===== src/rtl/sync_hs_pkg.sv =====
// Shared types and sizing helpers for the handshake-synchronizer source front end.
package sync_hs_pkg;

    typedef enum logic [1:0] {
        ST_IDLE   = 2'd0,
        ST_LAUNCH = 2'd1,
        ST_WAIT   = 2'd2
    } hs_state_e;

    // Pointers carry one extra wrap bit so full and empty can be told apart.
    function automatic int ptr_width(input int depth);
        return $clog2(depth) + 1;
    endfunction

    localparam int DEFAULT_DATA_WIDTH = 8;
    localparam int DEFAULT_FIFO_DEPTH = 4;
    localparam int DEFAULT_PTR_W      = ptr_width(DEFAULT_FIFO_DEPTH);

endpackage


===== src/rtl/sync_fifo.sv =====
// Single-clock circular FIFO with wrap-bit pointers and registered full/empty/level.
module sync_fifo
    import sync_hs_pkg::*;
#(
    parameter int DATA_WIDTH = DEFAULT_DATA_WIDTH,
    parameter int DEPTH      = DEFAULT_FIFO_DEPTH,
    localparam int PTR_W     = ptr_width(DEPTH),
    localparam int IDX_W     = PTR_W - 1
) (
    input  logic                  clk,
    input  logic                  rst,
    input  logic                  wr_en,
    input  logic [DATA_WIDTH-1:0] wr_data,
    input  logic                  rd_en,
    output logic [DATA_WIDTH-1:0] rd_data,
    output logic                  full,
    output logic                  empty,
    output logic [PTR_W-1:0]      level
);

    logic [DATA_WIDTH-1:0] mem_q [DEPTH];
    logic [PTR_W-1:0]      wr_ptr_q, wr_ptr_d;
    logic [PTR_W-1:0]      rd_ptr_q, rd_ptr_d;
    logic                  full_q, full_d;
    logic                  empty_q, empty_d;
    logic [PTR_W-1:0]      level_q, level_d;
    logic                  wr_fire;
    logic                  rd_fire;

    assign wr_fire = wr_en && !full_q;
    assign rd_fire = rd_en && !empty_q;

    always_comb begin
        wr_ptr_d = wr_ptr_q;
        rd_ptr_d = rd_ptr_q;
        if (wr_fire) begin
            wr_ptr_d = wr_ptr_q + 1'b1;
        end
        if (rd_fire) begin
            rd_ptr_d = rd_ptr_q + 1'b1;
        end
        // Flags are precomputed from the next pointers so they come straight off flops.
        full_d  = (wr_ptr_d[IDX_W-1:0] == rd_ptr_d[IDX_W-1:0]) &&
                  (wr_ptr_d[IDX_W] != rd_ptr_d[IDX_W]);
        empty_d = (wr_ptr_d == rd_ptr_d);
        level_d = wr_ptr_d - rd_ptr_d;
    end

    always_ff @(posedge clk or posedge rst) begin
        if (rst) begin
            wr_ptr_q <= '0;
            rd_ptr_q <= '0;
            full_q   <= 1'b0;
            empty_q  <= 1'b1;
            level_q  <= '0;
        end else begin
            wr_ptr_q <= wr_ptr_d;
            rd_ptr_q <= rd_ptr_d;
            full_q   <= full_d;
            empty_q  <= empty_d;
            level_q  <= level_d;
        end
    end

    always_ff @(posedge clk) begin
        if (wr_fire) begin
            mem_q[wr_ptr_q[IDX_W-1:0]] <= wr_data;
        end
    end

    assign rd_data = mem_q[rd_ptr_q[IDX_W-1:0]];
    assign full    = full_q;
    assign empty   = empty_q;
    assign level   = level_q;

endmodule


===== src/rtl/sync_hs_feeder.sv =====
// Source-domain front end: queues producer words and launches one synchronizer transfer at a time.
module sync_hs_feeder
    import sync_hs_pkg::*;
#(
    parameter int DATA_WIDTH = DEFAULT_DATA_WIDTH,
    parameter int FIFO_DEPTH = DEFAULT_FIFO_DEPTH
) (
    input  logic                          clk_source,
    input  logic                          rst_source,
    input  logic                          in_valid,
    input  logic [DATA_WIDTH-1:0]         in_data,
    output logic                          in_ready,
    input  logic                          sync_busy,
    output logic                          sig_pulse_source,
    output logic [DATA_WIDTH-1:0]         sig_data_source,
    output logic [$clog2(FIFO_DEPTH):0]   fifo_level,
    output logic                          overflow
);

    localparam int PTR_W = ptr_width(FIFO_DEPTH);

    hs_state_e             state_q, state_d;
    logic                  pulse_q, pulse_d;
    logic [DATA_WIDTH-1:0] data_q, data_d;
    logic                  overflow_q, overflow_d;
    logic                  pop;
    logic                  fifo_full;
    logic                  fifo_empty;
    logic [DATA_WIDTH-1:0] fifo_rd_data;
    logic [PTR_W-1:0]      fifo_lvl;

    sync_fifo #(
        .DATA_WIDTH (DATA_WIDTH),
        .DEPTH      (FIFO_DEPTH)
    ) u_fifo (
        .clk     (clk_source),
        .rst     (rst_source),
        .wr_en   (in_valid),
        .wr_data (in_data),
        .rd_en   (pop),
        .rd_data (fifo_rd_data),
        .full    (fifo_full),
        .empty   (fifo_empty),
        .level   (fifo_lvl)
    );

    always_comb begin
        state_d    = state_q;
        pulse_d    = 1'b0;
        data_d     = data_q;
        pop        = 1'b0;
        overflow_d = overflow_q | (in_valid & fifo_full);
        case (state_q)
            ST_IDLE: begin
                if (!fifo_empty && !sync_busy) begin
                    state_d = ST_LAUNCH;
                    pop     = 1'b1;
                    pulse_d = 1'b1;
                    data_d  = fifo_rd_data;
                end
            end
            // Busy is not yet visible here: the synchronizer only registers the pulse at this edge.
            ST_LAUNCH: begin
                state_d = ST_WAIT;
            end
            ST_WAIT: begin
                if (!sync_busy) begin
                    state_d = ST_IDLE;
                end
            end
            default: begin
                state_d = ST_IDLE;
            end
        endcase
    end

    always_ff @(posedge clk_source or posedge rst_source) begin
        if (rst_source) begin
            state_q    <= ST_IDLE;
            pulse_q    <= 1'b0;
            data_q     <= '0;
            overflow_q <= 1'b0;
        end else begin
            state_q    <= state_d;
            pulse_q    <= pulse_d;
            data_q     <= data_d;
            overflow_q <= overflow_d;
        end
    end

    assign in_ready         = !fifo_full;
    assign sig_pulse_source = pulse_q;
    assign sig_data_source  = data_q;
    assign fifo_level       = fifo_lvl;
    assign overflow         = overflow_q;

endmodule


===== config.mk =====
export PLATFORM = sky130hd
export DESIGN_NAME = sync_hs_feeder
export DESIGN_NICKNAME = d
export VERILOG_FILES = /design/src/rtl/sync_hs_pkg.sv /design/src/rtl/sync_fifo.sv /design/src/rtl/sync_hs_feeder.sv
export SDC_FILE = /design/constraint.sdc
export NUM_CORES = 1
export LEC_CHECK = 0
export BUFFER_PORTS_ARGS = -buffer_cell sky130_fd_sc_hd__buf_4
export CAP_MARGIN = 25
export CORE_MARGIN = 4
export CORE_UTILIZATION = 50
export CTS_BUF_LIST = sky130_fd_sc_hd__clkbuf_2
export DETAILED_ROUTE_END_ITERATION = 10
export PLACE_DENSITY_LB_ADDON = 0.08
export SETUP_SLACK_MARGIN = 0.4
export SKIP_CTS_REPAIR_TIMING = 1
export SYNTH_ARGS = -nofsm -noshare
export SYNTH_HDL_FRONTEND = slang
export SYNTH_SLANG_ARGS = --single-unit

===== constraint.sdc =====
create_clock -name clk_source -period 2.5 [get_ports clk_source]
set_clock_uncertainty 0.15 [all_clocks]
set_input_delay 0.25 -clock clk_source [delete_from_list [all_inputs] [get_ports clk_source]]
set_output_delay 0.25 -clock clk_source [all_outputs]
set_load 0.03 [all_outputs]

==> impl_metrics.env, run 1 <==
export IMPL_worstPathArrival_ns=2.20
export IMPL_fin_crit_sh=0.803
export IMPL_status="complete, no violations"
export IMPL_fmax_mhz=498
export IMPL_dr_pass1_iters=4
export IMPL_portBuffers=25
export IMPL_syn_to_final_growth_pct=21.5
export IMPL_io_pins=26
export IMPL_grtUsageTotal=0.144
export IMPL_multi_input_area_sq_um=593
export IMPL_fin_total_pwr_mw=3.10
export IMPL_seq_area_frac_synth=0.708
export IMPL_vias_per_cell=5.05
export IMPL_grt_max_degree=24
export IMPL_fillCellCount=305
export IMPL_antenna_cells=0
export IMPL_core_sq_um=4090
export IMPL_yosysTopAreaCellShare=0.442
export IMPL_avgSynthCellArea_sq_um=19.1
export IMPL_finalHoldViolCount=0
export IMPL_crit_type="reg -> reg"
export IMPL_hold_class="in -> async"
export IMPL_crit_path_start_kind="flop"
export IMPL_report_final_slew_viol_count=0
export IMPL_yosys_warnings=0
export IMPL_ctsHtreeMaxLevel=2
export IMPL_antenna_found_initial=0
export IMPL_grt_pass1_wl_um=5530
export IMPL_path_max_fanout=4
export IMPL_ir_drop_mv=0.518
export IMPL_wl_per_cell_um=16.5
export IMPL_chipHeight_um=73.9
export IMPL_worstPathCellList="nor4_4, buf_4, mux2i_1, fa_1"
export IMPL_cts_tree="yes"
export IMPL_postRouteAntennaNets=0
export IMPL_rsz0062_at_grt="no"
export IMPL_synth_area_leaders="edfxtp_1 (44%), dfrtp_1 (25%), mux4_2 (8.3%)"
export IMPL_routed_wl_um=3490
export IMPL_required_ns=2.69
export IMPL_drt_iter0_drc=24
export IMPL_nNetsFinal=180
export IMPL_drive_above_1_share=0.373
export IMPL_cts_buffers=5
export IMPL_worst_slew_pin_slew_ns=0.515
export IMPL_power_density_nw_per_um2=1170
export IMPL_cts_buffer_depth=2
export IMPL_grt_overflow_total=0
export IMPL_initial_core_util=0.532
export IMPL_slowest_delay_ns=0.50
export IMPL_dpl_hpwl_um=2330
export IMPL_cts_root_buffer="clkbuf_2"
export IMPL_cap_violations=0
export IMPL_finalSetupTns_ns=0
export IMPL_seq_area_sq_um=1540
export IMPL_gp_congestion=0.688
export IMPL_timing_final_crit_period_ns=2.01
export IMPL_netlist_instances=114
export IMPL_path_clk_slew_ns=0.27
export IMPL_synth_fp_nets=134
export IMPL_cp_end_kind="flop"
export IMPL_critPathTopFamily="flip-flops"
export IMPL_synthDistinctLibCells=25
export IMPL_dieArea_sq_um=5460
export IMPL_insertion_delay_ns=0.42
export IMPL_final_setup_viol_count=0
export IMPL_cp_slowest_cell="dfrtp_2"
export IMPL_cts_sinks=55
export IMPL_synth_seq_cells=55
export IMPL_drc=0
export IMPL_cp_num_buf_inv=1
export IMPL_die_w_um=73.9
export IMPL_num_rows=23
export IMPL_maxSlewHeadroom=0.653
export IMPL_power_leakage_nw=1.08
export IMPL_first_global_vias=1115
export IMPL_yosysTopAreaCell="edfxtp_1"
export IMPL_syn_area_sq_um=2170
export IMPL_vias=1066
report_power, final:
group / internal (mW) / total (mW) / switching, mW
Combinational: 0.653 / 1.33 / 0.679
Clock: 0.0719 / 0.346 / 0.274
Sequential: 1.26 / 1.42 / 0.160
Total: 1.98 / 3.10 / 1.11
state kept, by name, summed over array words and instances, names as in the netlist:
register	flops
sig_data_source	8
u_fifo.mem_q	32
u_fifo.full	1
u_fifo.wr_ptr_q	3
u_fifo.level	3
u_fifo.empty	1
state_q	2
sig_pulse_source	1
u_fifo.rd_ptr_q	3
overflow	1
cell families after synthesis:
kind of cell	after synthesis	share of synthesized area
adders and majority gates	8	0.0495
muxes	18	0.134
buffers and inverters	12	0.0230
AOI/OAI and AO/OA	2	0.00576
xor gates and xnor gates	6	0.0392
and+or+nand+nor	13	0.0409
DFF	55	0.708
cell usage after synthesis:
library cell	n
edfxtp_1	32
dfrtp_1	22
inv_1	9
mux2_2	8
mux4_2	8
ha_1	7
nand2_1	4
and2_1	3
xnor2_1	3
mux2i_1	2
nor2b_1	2
a21o_1	1
buf_2	1
buf_4	1
clkbuf_1	1
dfstp_2	1
fa_1	1
nand3b_4	1
nor2_1	1
nor4_1	1
nor4_2	1
o21ai_0	1
xnor2_4	1
xnor3_1	1
xor2_1	1
path summary, 6_finish.rpt:
| path | start | depth (start not counted) | end | slack (ns) |
|---|---|---|---|---|
| hold / removal | rst_source | 3 | sig_pulse_source | 0.14 |
| setup / recovery | state_q[1] | 4 | u_fifo.level[1] | 0.49 |
| max in group asynchronous | rst_source | 4 | u_fifo.empty | 1.57 |
| setup reg to reg | state_q[1] | 4 | u_fifo.level[1] | 0.49 |
| min in group clk_source | u_fifo.rd_ptr_q[2] | 1 | u_fifo.rd_ptr_q[2] | 0.35 |
| hold reg to reg | u_fifo.rd_ptr_q[2] | 1 | u_fifo.rd_ptr_q[2] | 0.35 |
cell type report:
type,instances,share of cell area
Sequential cell,55,0.583
Timing Repair Buffer,42,0.137
Clock buffer,5,0.00948
Tap cell,50,0.0237
Multi-Input combinational cell,47,0.225
Clock inverter,3,0.00900
Inverter,9,0.0128
through the flow:
step,cells,hold slack [ns],instance area [sq um],setup WS [ns],util
4_1_cts,198,-0.216,2480,0.384,0.608
3_5_place_dp,190,0.294,2440,0.419,0.596
5_1_grt,211,0.104,2640,0.404,0.646
6_report,211,0.143,2640,0.493,0.646
3_3_place_gp,190,0.284,2440,0.463,0.596
2_1_floorplan,114,0.101,2170,0.443,-
metal layers:
layer | track usage | vias up | share of wire
met5 | 0 | - | 0
met4 | 0.0543 | 0 | 0.016
met3 | 0.0328 | 7 | 0.030
met2 | 0.253 | 19 | 0.53
met1 | 0.174 | 536 | 0.43
li1 | - | 504 | -
layout by cell type (no fill, tap or decap), drive strengths merged:
cell type	count
clkinvlp	2
and2	3
fa	1
mux4	8
o21ai	1
ha	7
nor2b	2
xor2	1
inv	10
buf	31
xnor3	1
clkbuf	5
nor4	2
dlygate4sd3	11
dfrtp	22
mux2i	2
mux2	8
a21o	1
nor2	1
nand3b	1
nand2	4
xnor2	4
dfstp	1
edfxtp	32
tightest hold or removal path: cells and delay by family:
family	cells	cell delay (ns)
buf+inv	3	0.93
Note: power is estimated with default switching activity, not from simulation.
==> run 2: changes to the inputs <==
ABC_AREA = 1   (was default)
clock period = 1.7 ns   (was 2.5 ns; I/O delays follow)
==> impl_metrics.env, run 2 <==
export IMPL_mostFrequentLayoutCells="nor2_1 (41), edfxtp_1 (32), buf_6 (29)"
export IMPL_cts_buffer_depth=2
export IMPL_grtUsageTotal=0.163
export IMPL_cts_tree="yes"
export IMPL_io_pins=26
export IMPL_worstPathCellList="nor2_4, nand3_4, xor2_4, ha_4, inv_2, fa_2"
export IMPL_vias=1583
export IMPL_drive_above_1_share=0.410
export IMPL_yosys_cell_count_top_type="nor2_1"
export IMPL_avgSynthCellArea_sq_um=11.6
export IMPL_final_common_cell="nor2_1"
export IMPL_power_leakage_nw=1.34
export IMPL_cap_violations=0
export IMPL_crit_start="state_q[1]"
export IMPL_postRouteAntennaNets=0
export IMPL_finalHoldViolCount=0
export IMPL_yosysTopAreaCellShare=0.419
export IMPL_chipHeight_um=75.8
export IMPL_syn_to_final_growth_pct=41.0
export IMPL_clkPwrFrac=0.084
export IMPL_insertion_delay_ns=0.42
export IMPL_initial_core_util=0.520
export IMPL_largest_reg_flops=32
export IMPL_rsz0062_at_grt="yes"
export IMPL_seq_power_share=0.347
export IMPL_path_clk_slew_ns=0.26
export IMPL_yosys_warnings=0
export IMPL_synth_area_leaders="edfxtp_1 (42%), dfrtp_1 (24%), nor2_1 (7.4%)"
export IMPL_dieArea_sq_um=5740
export IMPL_ctsHtreeMaxLevel=2
export IMPL_cts_buffers=5
export IMPL_drc=0
export IMPL_setup_slack_ns=-0.119
export IMPL_slowest_delay_ns=0.51
export IMPL_crit_type="reg -> reg"
export IMPL_dp_slack_ns=-0.150
export IMPL_cts_root_buffer="clkbuf_2"
export IMPL_first_global_vias=1468
export IMPL_core_sq_um=4410
export IMPL_grt_pass1_wl_um=6730
export IMPL_fillCellCount=298
export IMPL_dpl_hpwl_um=2980
export IMPL_cp_end_kind="flop"
export IMPL_vias_per_cell=4.95
export IMPL_hold_class="in -> async"
export IMPL_fin_crit_sh=1.07
export IMPL_internal_power_mw=3.46
export IMPL_reg2reg_slack_ns=-0.12
export IMPL_routed_wl_um=4560
export IMPL_worst_slew_pin_slew_ns=0.300
export IMPL_power_density_nw_per_um2=1810
export IMPL_pwr_share_comb=0.569
export IMPL_status="complete, but fails checks"
export IMPL_nNetsFinal=287
export IMPL_netlist_instances=198
export IMPL_num_rows=24
export IMPL_cts_sinks=55
export IMPL_cp_num_buf_inv=1
export IMPL_die_w_um=75.8
export IMPL_dr_pass1_iters=6
export IMPL_r2r_cells=6
export IMPL_grt_max_degree=24
export IMPL_synthDistinctLibCells=25
export IMPL_worstPathArrival_ns=2.05
export IMPL_yosysTopAreaCell="edfxtp_1"
export IMPL_finalSetupTns_ns=-0.233
export IMPL_report_final_slew_viol_count=0
export IMPL_portBuffers=25
export IMPL_violations="negative setup slack"
export IMPL_grt_overflow_total=0
export IMPL_synth_edff_count=32
export IMPL_rr_endpoint="u_fifo.level[1]"
export IMPL_drt_iter0_drc=44
export IMPL_required_ns=1.93
export IMPL_synth_ff_type="edfxtp_1"
export IMPL_antenna_cells=0
export IMPL_seq_area_frac_synth=0.670
export IMPL_synth_seq_cells=55
export IMPL_path_depth=6
export IMPL_placed_cells=291
export IMPL_timing_final_crit_period_ns=1.82
export IMPL_postSynth_asyncResetShare=0.418
export IMPL_antenna_found_initial=0
export IMPL_wl_per_cell_um=14.3
export IMPL_synth_fp_nets=218
export IMPL_syn_area_sq_um=2300
export IMPL_path_max_fanout=5
export IMPL_p_sw_mw=2.41
export IMPL_final_setup_viol_count=2
export IMPL_synthTopCellsByCount="nor2_1 (45), edfxtp_1 (32), dfrtp_1 (22)"
export IMPL_ir_drop_mv=1.20
export IMPL_critPathTopFamily="adder cells"
export IMPL_r2r_start="state_q[1]"
export IMPL_layout_cells_non_filler=320
export IMPL_p_sw_frac=0.411
export IMPL_gp_congestion=0.732
export IMPL_fmax_mhz=550
export IMPL_cp_slowest_cell="fa_2"
export IMPL_maxSlewHeadroom=0.800
export IMPL_crit_path_start_kind="flop"
## run 2: kinds of logic after synthesis
kind of cell / share of synthesized area
AND/OR/NAND/NOR: 0.147
flip-flops: 0.670
AO/OA/AOI/OAI: 0.0708
buffers and inverters: 0.0578
adder cells (fa/ha/maj): 0.0469
XOR/XNOR: 0.00763
## run 2: area by class of cell
type / instances / area [sq um] / area share
flip-flops and latches: 55 / 1540 / 0.475
multi-input cells: 114 / 813 / 0.251
repair buffers: 67 / 677 / 0.209
inverters: 24 / 100 / 0.0309
well taps: 52 / 65.1 / 0.0201
clock buffers: 5 / 25.0 / 0.00773
clock inverters: 3 / 20.0 / 0.00618
## run 2: routing by layer
metal,GRT usage,part of all wire,wire length [um],vias up
met1,0.206,0.42,1900,764
met5,0,0,0,-
met4,0.0466,0.012,55,0
met3,0.0501,0.035,162,7
met2,0.270,0.54,2450,23
li1,-,-,-,789
## run 2: worst max path at each step
stage                                  to  slack, ns
after global placement    u_fifo.level[2]       -0.1
after global routing      u_fifo.level[2]      -0.18
after CTS                 u_fifo.level[1]      -0.21
final                     u_fifo.level[1]      -0.12
after detailed placement  u_fifo.level[2]      -0.15
after floorplan           u_fifo.level[1]      -0.06
## run 2: metrics by stage
step | hold WS (ns) | power [mW] | util | instance area [sq um]
2_1_floorplan | 0.0212 | 3.68 | - | 2330
3_3_place_gp | 0.0890 | 4.48 | 0.618 | 2730
3_5_place_dp | 0.0904 | 4.58 | 0.618 | 2730
4_1_cts | -0.437 | 5.08 | 0.629 | 2780
5_1_grt | 0.124 | 6.33 | 0.734 | 3240
6_report | 0.138 | 5.88 | 0.734 | 3240
## run 2: tightest hold or removal path: stages
cell and delay [ns]:
dlygate4sd3_1 0.53, buf_4 0.13, inv_1 0.04, buf_4 0.28
## run 2: power by group through the flow
stage	clock network (mW)	logic [mW]	registers (mW)
floorplan	0	1.37	2.30
global placement	0	2.47	2.01
detailed placement	0	2.55	2.03
CTS	0.518	2.57	2.00
global route	0.566	3.69	2.07
finish	0.491	3.34	2.04
==> run 3: changes to the inputs <==
TNS_END_PERCENT = 10   (was default)
==> impl_metrics.env, run 3 (synthesis gave the netlist of run 2 again) <==
export IMPL_rsz0062_at_grt="yes"
export IMPL_grtUsageTotal=0.174
export IMPL_worstPathArrival_ns=2.13
export IMPL_dpl_hpwl_um=3250
export IMPL_ir_drop_mv=1.10
export IMPL_drt_iter0_drc=63
export IMPL_crit_type="reg -> reg"
export IMPL_hold_class="in -> reg"
export IMPL_cp_end_kind="flop"
export IMPL_first_global_vias=1554
export IMPL_vias_per_cell=5.16
export IMPL_io_pins=26
export IMPL_cap_violations=0
export IMPL_die_w_um=75.8
export IMPL_status="complete, but fails checks"
export IMPL_portBuffers=25
export IMPL_worst_slew_pin_slew_ns=0.459
export IMPL_required_ns=1.95
export IMPL_maxSlewHeadroom=0.694
export IMPL_setup_slack_ns=-0.185
export IMPL_fin_total_pwr_mw=5.58
export IMPL_nNetsFinal=282
export IMPL_postRouteAntennaNets=0
export IMPL_final_setup_viol_count=4
export IMPL_path_clk_slew_ns=0.24
export IMPL_fin_crit_sh=1.11
export IMPL_cts_tree="yes"
export IMPL_dieArea_sq_um=5740
export IMPL_fillCellCount=318
export IMPL_power_density_nw_per_um2=1810
export IMPL_fin_area_sq_um=3090
export IMPL_gp_congestion=0.939
export IMPL_core_sq_um=4410
export IMPL_timing_final_crit_period_ns=1.88
export IMPL_dr_pass1_iters=4
export IMPL_cts_sinks=55
export IMPL_path_max_fanout=2
export IMPL_cts_buffer_depth=2
export IMPL_cts_buffers=5
export IMPL_dp_slack_ns=-0.0998
export IMPL_vias=1625
export IMPL_cts_root_buffer="clkbuf_2"
export IMPL_syn_to_final_growth_pct=34.5
export IMPL_largest_reg_flops=32
export IMPL_mostFrequentLayoutCells="nor2_1 (40), buf_4 (35), edfxtp_1 (32)"
export IMPL_crit_path_start_kind="flop"
export IMPL_hold_slack_ns=-0.184
export IMPL_fin_util=0.700
export IMPL_grt_max_degree=18
export IMPL_chipHeight_um=75.8
export IMPL_initial_core_util=0.520
export IMPL_drc=0
export IMPL_grt_pass1_wl_um=7220
export IMPL_final_common_cell="nor2_1"
export IMPL_antenna_cells=0
export IMPL_antenna_found_initial=0
export IMPL_grt_overflow_total=0
export IMPL_fmax_mhz=531
export IMPL_wl_per_cell_um=15.3
export IMPL_num_rows=24
export IMPL_report_final_slew_viol_count=0
export IMPL_violations="negative hold slack, negative setup slack"
export IMPL_power_leakage_nw=1.30
export IMPL_routed_wl_um=4810
export IMPL_finalHoldViolCount=3
export IMPL_drive_above_1_share=0.407
export IMPL_insertion_delay_ns=0.45
export IMPL_ctsHtreeMaxLevel=2
export IMPL_placed_cell_area_sq_um=2710
run 3: cell count changes in the layout (fill, tap and decap cells not counted), moves of 2 or more:
cell	previous run	this run
buf_4	24	35
buf_6	29	12
buf_8	0	2
ha_1	1	3
ha_2	0	2
ha_4	6	2
inv_1	9	12
inv_2	11	9
nand3_2	0	3
nand3_4	2	0
nor2_2	1	3
run 3: where the power goes:
part	internal (mW)	switching (mW)	total, mW
Sequential	1.83	0.193	2.03
Clock	0.114	0.400	0.514
Combinational	1.27	1.77	3.04
run 3: final cells by class:
type	instances	area, sq um	area share
Clock buffer	6	30.0	0.00972
Clock inverter	2	17.5	0.00567
Inverter	24	97.6	0.0316
Multi-Input combinational cell	114	767	0.248
Sequential cell	55	1540	0.498
Tap cell	52	65.1	0.0211
Timing Repair Buffer	62	573	0.186
run 3: worst paths after layout:
path	start	end	slack, ns	depth (start not counted)
min in group asynchronous	rst_source	sig_data_source[4]	0.08	3
worst max register to register	state_q[1]	u_fifo.level[2]	-0.18	9
max in group asynchronous	rst_source	u_fifo.empty	0.78	4
worst max-delay path	state_q[1]	u_fifo.level[2]	-0.18	9
worst min-delay path	in_valid	overflow	-0.18	2
worst min register to register	overflow	overflow	0.34	1
run 3: metrics by stage:
| step | std cells | TNS [ns] |
|---|---|---|
| floorplan | 198 | -0.104 |
| global placement | 291 | -0.124 |
| detailed placement | 291 | -0.262 |
| CTS | 299 | -0.471 |
| global route | 315 | -1.02 |
| finish | 315 | -0.623 |
run 3: critical path: stages (launching register included):
cell and delay, ns:
dfrtp_1 0.46, nor2_2 0.15, nand3_2 0.13, xor2_2 0.17, ha_2 0.19, inv_2 0.04
fa_2 0.38, inv_2 0.06, nand3_2 0.05, nand2_1 0.06
run 3: routing by layer:
layer  global-route usage  wire length, um
met1                0.209             1940
met2                0.303             2610
met3               0.0422              198
met4               0.0621               68
met5                    0                0
